--- src/rtl/output_tx.sv ---
// Output transmitter: an OUT strobe loads OUTR and sends it as one 8N1 serial
// frame (start bit, eight data bits LSB first, stop bit) on an idle-high line.
// FGO reports readiness for the next byte; strobes during a frame are dropped.
module output_tx #(
  parameter int CLKS_PER_BIT = 16
) (
  input  logic       CLK,
  input  logic       CLR,
  input  logic [7:0] Data,
  input  logic       LD,
  output logic [7:0] Q,
  output logic       FGO,
  output logic       TX,
  output logic       BUSY
);

  // Baud counter spans 0..CLKS_PER_BIT-1; at least one bit wide.
  localparam int CW = (CLKS_PER_BIT > 2) ? $clog2(CLKS_PER_BIT) : 1;
  localparam logic [CW-1:0] CNT_MAX = CW'(CLKS_PER_BIT - 1);

  typedef enum logic [1:0] {
    IDLE  = 2'd0,
    START = 2'd1,
    DATA  = 2'd2,
    STOP  = 2'd3
  } state_t;

  state_t        state_q, state_d;
  logic [CW-1:0] cnt_q, cnt_d;
  logic [2:0]    bit_q, bit_d;
  logic [7:0]    outr_q, outr_d;
  logic          tx_q, tx_d;
  logic          fgo_q, fgo_d;
  logic          bit_end;

  assign bit_end = (cnt_q == CNT_MAX);

  // State register: all frame state, cleared asynchronously to an idle line.
  always_ff @(posedge CLK or posedge CLR) begin
    if (CLR) begin
      state_q <= IDLE;
      cnt_q   <= '0;
      bit_q   <= '0;
      outr_q  <= 8'h00;
      tx_q    <= 1'b1;
      fgo_q   <= 1'b1;
    end else begin
      state_q <= state_d;
      cnt_q   <= cnt_d;
      bit_q   <= bit_d;
      outr_q  <= outr_d;
      tx_q    <= tx_d;
      fgo_q   <= fgo_d;
    end
  end

  // Next-state logic: accept LD only in IDLE, advance on each bit-period end.
  always_comb begin
    state_d = state_q;
    cnt_d   = cnt_q;
    bit_d   = bit_q;
    outr_d  = outr_q;
    case (state_q)
      IDLE: begin
        if (LD) begin
          outr_d  = Data;
          state_d = START;
          cnt_d   = '0;
          bit_d   = 3'd0;
        end
      end
      START: begin
        if (bit_end) begin
          cnt_d   = '0;
          bit_d   = 3'd0;
          state_d = DATA;
        end else begin
          cnt_d = cnt_q + 1'b1;
        end
      end
      DATA: begin
        if (bit_end) begin
          cnt_d = '0;
          if (bit_q == 3'd7) begin
            state_d = STOP;
          end else begin
            bit_d = bit_q + 3'd1;
          end
        end else begin
          cnt_d = cnt_q + 1'b1;
        end
      end
      STOP: begin
        if (bit_end) begin
          cnt_d   = '0;
          state_d = IDLE;
        end else begin
          cnt_d = cnt_q + 1'b1;
        end
      end
      default: begin
        state_d = IDLE;
        cnt_d   = '0;
        bit_d   = 3'd0;
      end
    endcase
  end

  // Output logic: TX and FGO are registered from the state being entered.
  always_comb begin
    tx_d  = 1'b1;
    fgo_d = (state_d == IDLE);
    case (state_d)
      START:   tx_d = 1'b0;
      DATA:    tx_d = outr_d[bit_d];
      default: tx_d = 1'b1;
    endcase
  end

  assign Q    = outr_q;
  assign FGO  = fgo_q;
  assign TX   = tx_q;
  assign BUSY = (state_q != IDLE);

endmodule

--- config.mk ---
export PLATFORM = sky130hd
export DESIGN_NAME = output_tx
export DESIGN_NICKNAME = d
export VERILOG_FILES = /design/src/rtl/output_tx.sv
export SDC_FILE = /design/constraint.sdc
export NUM_CORES = 1
export LEC_CHECK = 0
export BUFFER_PORTS_ARGS = -buffer_cell sky130_fd_sc_hd__buf_2
export CAP_MARGIN = 10
export CORE_MARGIN = 5
export CORE_UTILIZATION = 56
export CTS_CLUSTER_DIAMETER = 80
export DETAILED_ROUTE_END_ITERATION = 10
export PLACE_DENSITY = 0.82
export SLEW_MARGIN = 20
export SYNTH_ARGS = -nofsm -noshare
export SYNTH_HDL_FRONTEND = slang
export SYNTH_SLANG_ARGS = --single-unit
--- constraint.sdc ---
create_clock -name CLK -period 4.4 [get_ports CLK]
set_input_delay 0.88 -clock CLK [delete_from_list [all_inputs] [get_ports CLK]]
set_output_delay 0.88 -clock CLK [all_outputs]
set_load 0.005 [all_outputs]
# Word-level counts from Yosys, hierarchy flattened
# Cells that the tools add are included.
[op_classes]
add_sub_neg = 2
order_cmp = 1
eq_ne = 8
mux = 19
reduce_logical = 4
[ops]
columns = ["cell", "n"]
rows = [
  ["$mux W8", 2],
  ["$mux W3", 4],
  ["$mux W2", 5],
  ["$pmux W3 S3", 1],
  ["$mux W4", 2],
  ["$pmux W2 S4", 1],
  ["$pmux W4 S2", 1],
  ["$eq A2 B2 Y1 const B", 3],
  ["$add A4 B1 Y4 const B", 1],
  ["$eq A2 B1 Y1 const B", 2],
  ["$eq A4 B4 Y1 const B", 1],
  ["$logic_not A2 Y1", 2],
  ["$lt A3 B4 Y1 const B", 1],
  ["$add A3 B1 Y3 const B", 1],
  ["$bmux W1 S3", 1],
  ["$eq A3 B3 Y1 const B", 1],
  ["$reduce_or A3 Y1", 1],
  ["$ne A2 B2 Y1 const B", 1],
  ["$pmux W1 S2", 1],
  ["$reduce_bool A2 Y1", 1],
  ["$mux W1", 1],
]
[word_totals]
regBits = 19
in_bits = 11
output_inout_bits = 11
wordCells = 40

# Logic depth before layout (Yosys ltp)
[depth]
word_depth = 7
depth_mapped = 8

# Worst setup path before layout
# No wires, ideal clock.
[synth_timing]
path_kind = "input-to-reg"
startpoint = "input LD"
endpoint = "register tx_q, in the netlist TX"
arrival_time_ns = 1.865
required_ns = 4.320
path_slack_ns = 2.455
cell_stages = 6
path_cell_list = "and2_4 -> buf_6 -> mux2_2 -> mux2i_1 -> mux2i_1 -> o2111a_1"
[synth_between]
elab_chain_cells = 5
elab_cells_between_ends = 11
classes_between = "eq/ne (2); mux (9)"
[synth_lines]
columns = ["element", "line_no", "text"]
rows = [
  ["start: declaration", "10", "input logic LD,"],
  ["$mux W8", "65", "if (LD) begin"],
  ["$mux W8", "63", "case (state_q)"],
  ["net outr_d[3]", "31", "logic [7:0] outr_q, outr_d;"],
  ["$bmux W1 S3", "115", "DATA: tx_d = outr_d[bit_d];"],
  ["$mux W1 (not written as such)", "115", ""],
  ["$pmux W1 S2", "113", "case (state_d)"],
  ["net tx_d", "32", "logic tx_q, tx_d;"],
  ["end signal: assignment", "52", "tx_q <= tx_d;"],
  ["end: declaration", "32", ""],
]
# The timed path passes the listed nets, and every way through them passes these cells. The select of a mux whose other input is x is not followed.
# A chain may end at the register's enable or synchronous reset.

# Worst setup path in the final report
[layout_timing]
startpoint = "register state_q[1]"
endpoint = "output BUSY"
[layout_between]
elab_chain_cells = 1
[layout_lines]
columns = ["element", "line_no", "text"]
rows = [
  ["start: declaration", "28", "state_t state_q, state_d;"],
  ["start signal: assignment", "48", "state_q <= state_d;"],
  ["$reduce_bool A2 Y1", "123", "assign BUSY = (state_q != IDLE);"],
  ["end: declaration", "14", "output logic BUSY"],
]
# No other way between the ends.

==> impl_metrics.ini <==
[run_status]
status = completed

[synthesis]
dominantRegCellSynth = dfrtp_1
synth_warnings = 0
yosysMostFrequentCell = dfrtp_1
synthesis.nets = 107
synth_top_area_share = 0.408
ys_types = 32
ys_top_cells_by_count = dfrtp_1 (17), nand2_1 (12), mux2_2 (8), o21ai_0 (8), nor2_1 (7)
synth_edf_count = 0
synthArstFlopShare = 1.00
synth_top_area_cell = dfrtp_1
synth_area_um2 = 1040
syn_area_per_cell_um2 = 11.1
ys_ff_latch = 19
syn_inst = 94
synth_area_leaders = dfrtp_1 (41%), mux2_2 (8.6%), dfstp_2 (5.0%)
yosysSeqAreaShare = 0.459

[global_routing]
grt_pass1_vias = 749
antenna_found_initial = 0
track_usage = 0.168
grt_max_degree = 20
grt_overflow = 0
grt_pass1_wl_um = 3360

[setup_path]
worstSetupPathType = reg2out
reg2reg_to = TX
rr_worst_depth = 7
path_cells = nor2_2, inv_1, buf_2
crit_family = flip-flops
slowest_delay_ps = 650
required_ps = 3520
critical_path.slowest_cell = dfrtp_1
crit_fanout = 12
r2r_slack_ps = 2410
rr_startpoint = cnt_q[0]
endpoint_kind = output port
crit_arrival_ps = 1370
path_buf_inv = 2
start_kind = flip-flop

[timing]
max-slew-margin-rel = 0.535
worst_pin_slew_ps = 696
max_freq_ghz = 0.444
finalHoldViolations = 0
fin_crit_sh = 0.512
skew_ps = 3.60
grt_setup_unrepaired = false
tns_ps = 0
whs_ps = 532
fin_crit_ps = 2250
setup_viol = 0
slew_viol_final = 0

[clock_tree]
post_cts_buffers = 0
numCtsBuffers = 3
cts_tree = built
cts_root_buffer = clkbuf_4
cts_sinks = 19
clk_pin_slew_worst_paths_ps = 100
cts_resized = 0
hold_buffers = 0
ctsHtreeMaxLevel = 1
insertion_delay_ps = 290
clk_path_buf_depth = 2

[min_path]
hold_path_depth = 1
hold_path_class = reg2reg
whs_endpoint = Q[3]
worst_hold_startpoint = Q[3]

[die]
core_area_um2 = 1750
die_h_um = 53.1
die_w_um = 53.1
rows = 15
initial_utilization = 0.597
die_area_um2 = 2820
ios = 22

[finish]
stdcell_count = 141
final_layout_size_suffix_gt1_frac = 0.362
layout.nets = 130
area_growth_syn_to_layout_pct = 13.3
fill_cells = 143
n_antenna_cell = 0
final_util = 0.677

[detailed_routing]
ant_nets = 0
vias = 773
firstDrtPassIters = 4
wirelength_um = 1950
wire_per_inst_um = 13.8
drc = 0
drt_iter0_drc = 7
via_per_inst = 5.48

[run]
max_cap_violations = 0

[place]
hpwl_um = 1450
port_buffers = 21
place_inst = 137
gp_congestion = 0.755

[power_and_ir_drop]
power_leakage_nw = 0.609
peakVddDrop_uv = 180
finalPower_w = 0.000269
power_density_nw_per_um2 = 228
[power breakdown]
| part | internal [W] | total [W] | switching, W |
|---|---|---|---|
| clock | 0.0000353 | 0.0000855 | 0.0000502 |
| sequential | 0.000175 | 0.000175 | 0 |
| combinational | 0.00000358 | 0.00000880 | 0.00000521 |
| total | 0.000214 | 0.000269 | 0.0000554 |
[worst max-delay path by stage]
stage | start | end | slack [ps] | depth (start not counted)
final | state_q[1] | BUSY | 2150 | 3
after global routing | state_q[1] | BUSY | 2040 | 3
after CTS | state_q[1] | BUSY | 2140 | 3
after detailed placement | LD | TX | 2230 | 6
after global placement | LD | TX | 2280 | 6
after floorplan | LD | TX | 2460 | 6
[per-layer routing]
metal | part of all wire | GRT usage
met2 | 0.47 | 0.252
met4 | 0.022 | 0.111
met5 | 0 | 0
met1 | 0.47 | 0.218
met3 | 0.041 | 0.0310
[stage by stage]
step | worst slack, ps | area [um^2]
after floorplan | 2460 | 1040
after global placement | 2280 | 1150
after detailed placement | 2230 | 1150
after CTS | 2140 | 1180
after global routing | 2040 | 1180
final | 2150 | 1180
[cell families after synthesis]
group	share of synthesized area
AND/OR/NAND/NOR	0.166
AO/OA/AOI/OAI	0.163
flip-flops	0.459
multiplexers	0.134
buffers and inverters	0.0372
XOR/XNOR	0.0168
adder cells (fa/ha/maj)	0.0240
[state kept, by name, indices dropped and copies added, names as in the netlist]
register  flops
Q             8
cnt_q         4
bit_q         3
state_q       2
FGO           1
TX            1
[cell type report]
class	count	area [um^2]	area share
flip-flops and latches	19	478	0.405
clock buffers	4	26.3	0.0222
inverters	4	15.0	0.0127
well taps	25	31.3	0.0265
multi-input cells	68	526	0.445
repair buffers	21	105	0.0890
[cell usage in the layout, fill, tap and decap left out, types with 2 or more instances in the layout]
cell	instances
nand3_1	2
inv_1	4
ha_1	2
nor2_1	7
nand3b_1	2
dfrtp_1	17
nand2_1	12
xnor2_1	2
o21ai_0	8
o311ai_4	2
nand4_1	2
mux2_2	8
buf_2	21
dfstp_2	2
mux2i_1	5
a31oi_1	2
clkbuf_4	3
Power figures use the tool's default switching activity.
